<file path="config.mk">
export PLATFORM = sky130hd
export DESIGN_NAME = mac_sequencer
export DESIGN_NICKNAME = d
export VERILOG_FILES = /design/src/rtl/mac_pkg.sv /design/src/rtl/mac_sequencer.sv
export SDC_FILE = /design/constraint.sdc
export NUM_CORES = 1
export LEC_CHECK = 0
export BUFFER_PORTS_ARGS = -buffer_cell sky130_fd_sc_hd__buf_2
export CORE_MARGIN = 2
export CORE_UTILIZATION = 40
export DETAILED_ROUTE_END_ITERATION = 6
export PLACE_DENSITY = 0.73
export SLEW_MARGIN = 20
export SYNTH_ARGS = -nofsm -noshare
export SYNTH_HDL_FRONTEND = slang
export SYNTH_SLANG_ARGS = --single-unit
</file>
<file path="constraint.sdc">
create_clock -name clk -period 1.8 [get_ports clk]
set_input_delay 0.27 -clock clk [delete_from_list [all_inputs] [get_ports clk]]
set_output_delay 0.27 -clock clk [all_outputs]
set_load 0.01 [all_outputs]
</file>
<file path="src/rtl/mac_pkg.sv">
// Shared definitions for the MAC sequencer: state encoding and default length width.
package mac_pkg;

    localparam int unsigned LEN_WIDTH_DEFAULT = 8;

    typedef enum logic [1:0] {
        IDLE,
        RUN,
        LAST
    } seq_state_t;

endpackage

</file>
<file path="src/rtl/mac_sequencer.sv">
// Sequences operand pairs into an external MAC to form a dot product of length len.
// Optional abort port and logic are built only when MAC_SEQ_ABORT_EN is defined.
module mac_sequencer #(
    parameter int unsigned LEN_WIDTH = mac_pkg::LEN_WIDTH_DEFAULT
) (
    input  logic                 clk,
    input  logic                 rst_in,
    input  logic                 start,
    input  logic [LEN_WIDTH-1:0] len,
    input  logic                 op_valid,
    output logic                 op_ready,
    output logic                 mac_p_valid,
    output logic                 mac_input_valid,
    output logic                 mac_accumulate,
    output logic                 result_valid,
    input  logic                 result_ready,
    output logic                 busy,
`ifdef MAC_SEQ_ABORT_EN
    input  logic                 abort,
`endif
    output logic                 len_err
);

    import mac_pkg::*;

    localparam logic [LEN_WIDTH-1:0] ONE = LEN_WIDTH'(1);

    seq_state_t           state;
    seq_state_t           state_nxt;
    logic [LEN_WIDTH-1:0] len_q;
    logic [LEN_WIDTH-1:0] cnt;
    logic                 pending;
    logic                 len_err_q;
    logic                 accept;
    logic                 abort_req;

`ifdef MAC_SEQ_ABORT_EN
    assign abort_req = abort;
`else
    assign abort_req = 1'b0;
`endif

    always_comb begin
        state_nxt       = state;
        op_ready        = 1'b0;
        mac_p_valid     = 1'b0;
        mac_input_valid = 1'b0;
        mac_accumulate  = 1'b0;
        result_valid    = 1'b0;
        accept          = 1'b0;
        busy            = (state != IDLE);
        len_err         = len_err_q;

        case (state)
            IDLE: begin
                if (start && (len != '0)) state_nxt = RUN;
            end
            RUN: begin
                if (abort_req) begin
                    state_nxt = IDLE;
                end else begin
                    op_ready        = 1'b1;
                    accept          = op_valid;
                    mac_p_valid     = op_valid;
                    // The pending product has index cnt-1; only index 0 starts a fresh sum.
                    mac_input_valid = pending;
                    mac_accumulate  = pending && (cnt != ONE);
                    if (op_valid && (cnt == len_q - ONE)) state_nxt = LAST;
                end
            end
            LAST: begin
                if (abort_req) begin
                    state_nxt = IDLE;
                end else begin
                    result_valid   = 1'b1;
                    mac_accumulate = (len_q != ONE);
                    if (result_ready) state_nxt = IDLE;
                end
            end
            default: state_nxt = IDLE;
        endcase

        // Outputs are held low for the whole reset cycle, not just after it.
        if (rst_in) begin
            state_nxt       = IDLE;
            op_ready        = 1'b0;
            mac_p_valid     = 1'b0;
            mac_input_valid = 1'b0;
            mac_accumulate  = 1'b0;
            result_valid    = 1'b0;
            accept          = 1'b0;
            busy            = 1'b0;
            len_err         = 1'b0;
        end
    end

    always_ff @(posedge clk) begin
        if (rst_in) begin
            state     <= IDLE;
            len_q     <= '0;
            cnt       <= '0;
            pending   <= 1'b0;
            len_err_q <= 1'b0;
        end else begin
            state     <= state_nxt;
            len_err_q <= (state == IDLE) && start && (len == '0);
            case (state)
                IDLE: begin
                    if (start && (len != '0)) begin
                        len_q   <= len;
                        cnt     <= '0;
                        pending <= 1'b0;
                    end
                end
                RUN: begin
                    if (abort_req) begin
                        pending <= 1'b0;
                    end else begin
                        if (accept) cnt <= cnt + ONE;
                        pending <= accept;
                    end
                end
                LAST: begin
                    if (abort_req || result_ready) pending <= 1'b0;
                end
                default: pending <= 1'b0;
            endcase
        end
    end

endmodule

</file>
**Word-level counts from Yosys, hierarchy flattened**

Cells that the tools add are included.

- Bits in writable memories: 0
- Input bits: 13
- Memories kept: 0
- Bits in read-only memories: 0
- Latch bits: 0
- Output and inout bits: 7
- Word-level logic and storage cells: 52
- Register bits after elaboration: 20

- Multipliers: 0
- Reductions and logical operators: 14
- Div/mod/pow operators: 0
- $lt $le $gt $ge: 0
- Shift operators: 0
- Add/subtract/negate cells: 2
- Eq/ne operators: 9
- Bitwise operators: 0
- Muxes and demuxes: 22

Operators with widths:

| kind | count |
|---|---|
| 2-to-1 mux 8 bit | 2 |
| != test 8 x 1 -> 1 bit (second input constant) | 2 |
| case mux 8 bit (2 select lines) | 1 |
| 2-to-1 mux 1 bit | 13 |
| adder 8 x 1 -> 8 bit (second input constant) | 1 |
| == test 8 bit | 1 |
| zero test 8 bit | 1 |
| != test 2 bit (second input constant) | 4 |
| nonzero test 8 bit | 1 |
| subtractor 8 x 1 -> 8 bit (second input constant) | 1 |
| 2-to-1 mux 2 bit | 3 |
| case mux 2 bit (3 select lines) | 1 |
| AND reduction 3 bit | 2 |
| logical AND 1 bit | 5 |
| AND reduction 2 bit | 2 |
| nonzero test 2 bit | 2 |
| case mux 1 bit (3 select lines) | 1 |
| == test 2 x 1 -> 1 bit (second input constant) | 1 |
| == test 2 bit (second input constant) | 1 |
| zero test 2 bit | 1 |
| case mux 1 bit (2 select lines) | 1 |

**Logic depth before layout (Yosys ltp)**

- Word-level depth: 5
- Mapped depth: 8
- Depth with buffers taken out: 8

**Worst setup path before layout**

Ideal clock, no wire load.

- Path type: flip-flop to flip-flop
- Start point: reg state[1]
- End point: reg cnt[7]
- Arrival time: 1841 ps
- Required time: 1729 ps
- Setup time: 71 ps
- Stages on the path, launching flop included: 9
- Path buffers: 0
- Period minus slack after synthesis: 1911 ps
- Path slack: -111 ps
- Cell sequence: dfxtp_1 inv_1 ha_1 and3b_1 a21oi_1 a21oi_2 nand2_1 or4_1 a21oi_1

- Cells in the longest elaborated chain, start to end: 5
- Elaborated cells between the ends (all ways): 9
- Those cells by class: 3 x eq/ne; 3 x mux; 3 x reduce/logical

RTL lines:

| item | RTL line | source |
|---|---|---|
| from (decl) | mac_sequencer.sv:28 | `seq_state_t state;` |
| from (signal assigned) | mac_sequencer.sv:105 | `state <= state_nxt;` |
| == test 2 x 1 -> 1 bit | n/a |  |
| 2-to-1 mux 1 bit (2 in a row) | n/a |  |
| named net mac_p_valid | mac_sequencer.sv:12 | `output logic mac_p_valid,` |
| != test 2 bit (no line) | n/a |  |
| AND reduction 3 bit (no line) | n/a |  |
| to (signal assigned) | mac_sequencer.sv:119 | `if (accept) cnt <= cnt + ONE;` |
| to (decl) | mac_sequencer.sv:31 | `logic [LEN_WIDTH-1:0] cnt;` |

The timed path passes the listed nets, and every way through them passes these cells.
A chain may end at the register's enable or synchronous reset.

**Final worst setup path**

- Start point: reg cnt[1]
- End point: out mac_accumulate

- Cells in the longest elaborated chain, start to end: 4

RTL lines:

| item | RTL line | source |
|---|---|---|
| != test 8 x 1 -> 1 bit | mac_sequencer.sv:67 | `mac_accumulate = pending && (cnt != ONE);` |
| logical AND 1 bit | mac_sequencer.sv:67 |  |
| case mux 1 bit (2 select lines) | mac_sequencer.sv:54 | `case (state)` |
| 2-to-1 mux 1 bit | mac_sequencer.sv:84 | `if (rst_in) begin` |
| to (decl) | mac_sequencer.sv:14 | `output logic mac_accumulate,` |

Every way passes these cells.

==> results.cfg <==
[outcome]
status = finished, violations left
violations = negative setup slack

[logic_synthesis]
yosys.area.top_type = dfxtp_1
synth_area_mm2 = 0.00127
synth_edf_count = 0
yosysSeqAreaShare_pct = 31.6
async_flop_share_pct = 0
synth-seq-cells = 20
synth_nets = 172
yosysWarnings = 0
yosysUniqueCellTypes = 46
yosys-top-cells-area = dfxtp_1 32%, mux2i_1 7.1%, ha_1 6.9%, nor2_1 6.2%, nand2_1 3.6%
synth-main-ff-cell = dfxtp_1
synth_top_area_share_pct = 31.6
synth.avg_cell_area_um2 = 8.35
syn_inst = 152

[final_layout]
diodes = 0
layout-drive-gt1-share_pct = 42.2
nets = 213
final_cell_mix = 20 x nor2_1, 20 x buf_4, 19 x buf_2
postLayoutCellArea_mm2 = 0.00175
syn_to_final_growth_pct = 37.8
area.sequential_um2 = 414
fill_cells = 259
multiInputGateArea_um2 = 945

[global_routing]
grt_usage_pct = 19.6
grt.overflow.total = 0
grt_pass1_vias = 1219
grt_start_max_net_pins = 25
antenna_found_initial = 0
grt_pass1_wl_um = 5350

[timing]
hold_viol_final = 0
postLayoutSetupSlackWorst_ps = -10.6
rsz0062_at_grt = true
fmax_mhz = 552
finalSetupTns_ps = -15.8
worst_pin_slew_ps = 371
slew_viol_final = 0
period_needed_ps = 1810
slew_headroom_pct = 75.0
skew_ps = 4.59
period_share_pct = 101
finalSetupViolCount = 2

[drt]
vias = 1243
ant_nets = 0
routed_wl_um = 3300
drt_iter0_drc = 58
drc_errors = 0
first_pass_iters = 4
post_drt_wl_per_cell_um = 14.0
viasPerCell = 5.27

[power]
power_density_mw_per_mm2 = 898
ir_drop_mv = 0.363
p_leak_nw = 0.730

[placement]
placed_area_mm2 = 0.00155
place_congestion = 0.797
io_buffers = 19
hpwl_um = 2360
dp_slack_ps = -108

[floorplan]
rows = 20
die_y_um = 60.3
die_area_mm2 = 0.00364
start_util_pct = 41.9
die_w_um = 60.3
ios = 20
core_area_mm2 = 0.00303

[setup_path]
path_class = reg2out
cp_data_required_time_ps = 1530
startpoint_type = flop
path_max_fanout = 2
endpoint_kind = output pin
critPathArrivalTime_ps = 1540
slowest_delay_ps = 370
worst-r2r-setup-slack_ps = -10
path_cells = inv_4 -> ha_4 -> nor4b_4 -> nand2_1 -> a32oi_1 -> nor3b_1 -> buf_2
worst-path-buf-inv = 2
crit_slowest_cell = dfxtp_4
crit_family = flip-flops

[clock_tree]
insertion_delay_ps = 310
clockBufferDepth = 2
htree_levels = 1
cts.clk_slew.worst_paths_ps = 110
clkSinkCount = 20
cts_inserted_buffers = 3
cts_tree = done
root_buffer = clkbuf_4

[min_path]
hold_class = in2reg

[job]
maxCapViolCount = 0
[per-stage QoR]
stage                     instances  utilization [%]  power, mW  hold slack, ps
after CTS                       232             54.4       1.49             200
after global placement          227             51.2       1.15             487
final                           236             57.7       1.57             209
after floorplan                 152                -      0.917             399
after detailed placement        227             51.2       1.17             498
after global routing            236             57.7       1.66             209
[cells in the mapped netlist (2+ instances only)]
cell type	instances
or3_1	3
mux2i_1	9
nand4_1	2
xnor2_1	5
nor2b_1	3
nand3b_1	2
xor2_1	5
or2_2	2
nor3_1	3
a32oi_1	2
nor2_1	21
dfxtp_1	20
or4_4	2
ha_1	7
inv_1	8
a221oi_1	2
nand2b_1	4
a21oi_2	2
o21ai_0	2
nand2_1	12
and3_1	3
clkbuf_1	3
a21oi_1	4
nand3_1	4
[sequential cells by signal (all words and copies together), names as in the netlist]
signal / flops
state: 2
len_err_q: 1
pending: 1
len_q: 8
cnt: 8
[logic make-up (layout without fill, tap and decap cells)]
family | count (synthesis) | in the layout | share of synthesized area, %
AOI/OAI and AO/OA | 23 | 23 | 14.0
and+or+nand+nor | 70 | 70 | 29.1
buffers and inverters | 12 | 52 | 3.55
muxes | 10 | 10 | 7.99
DFF | 20 | 20 | 31.6
adders and majority gates | 7 | 7 | 6.90
xor gates and xnor gates | 10 | 10 | 6.90
[where the power goes]
group          leakage [nW]  switching [mW]  internal (mW)
clock network        0.0210           0.146          0.124
logic                 0.543           0.372          0.393
registers             0.166          0.0472          0.488
total                 0.730           0.565           1.00
[what timing repair did]
item / 4_1_cts / 5_1_grt
endpoints found under the setup margin: 8 / 12
resized for setup: 15 / 21
hold buffers: 0 / 0
setup buffers: 2 / 4
pin swaps: 3 / 7
cloned: 0 / 0
[layer usage]
layer  global-route usage [%]  vias up  wire (um)
met1                     23.2      588       1390
met4                     9.52        0         70
met5                        0        -          0
li1                         -      617          -
met2                     34.0       32       1690
met3                     3.25        6        152
[worst reg2reg max path, cell delays in order, from the launching register on]
cell and delay [ps]:
dfxtp_2 360, buf_4 150, xnor2_1 190, o211ai_1 120, a211oi_1 310, and3_1 240
nand3_1 90, a221oi_2 260
[area by class of cell]
cell class,instances,area share (%)
clock buffer,4,2.08
inverter,8,1.86
multi-input combinational,120,54.0
sequential,20,23.7
tap,44,3.15
timing repair buffer,40,15.2
[worst paths after layout]
check	start	to	cells after the start
worst max-delay path	cnt[1]	mac_accumulate	7
worst min-delay path	len[3]	len_q[3]	3
worst max register to register	len_q[3]	state[1]	7
worst min register to register	pending	pending	1
Power figures use the tool's default switching activity.
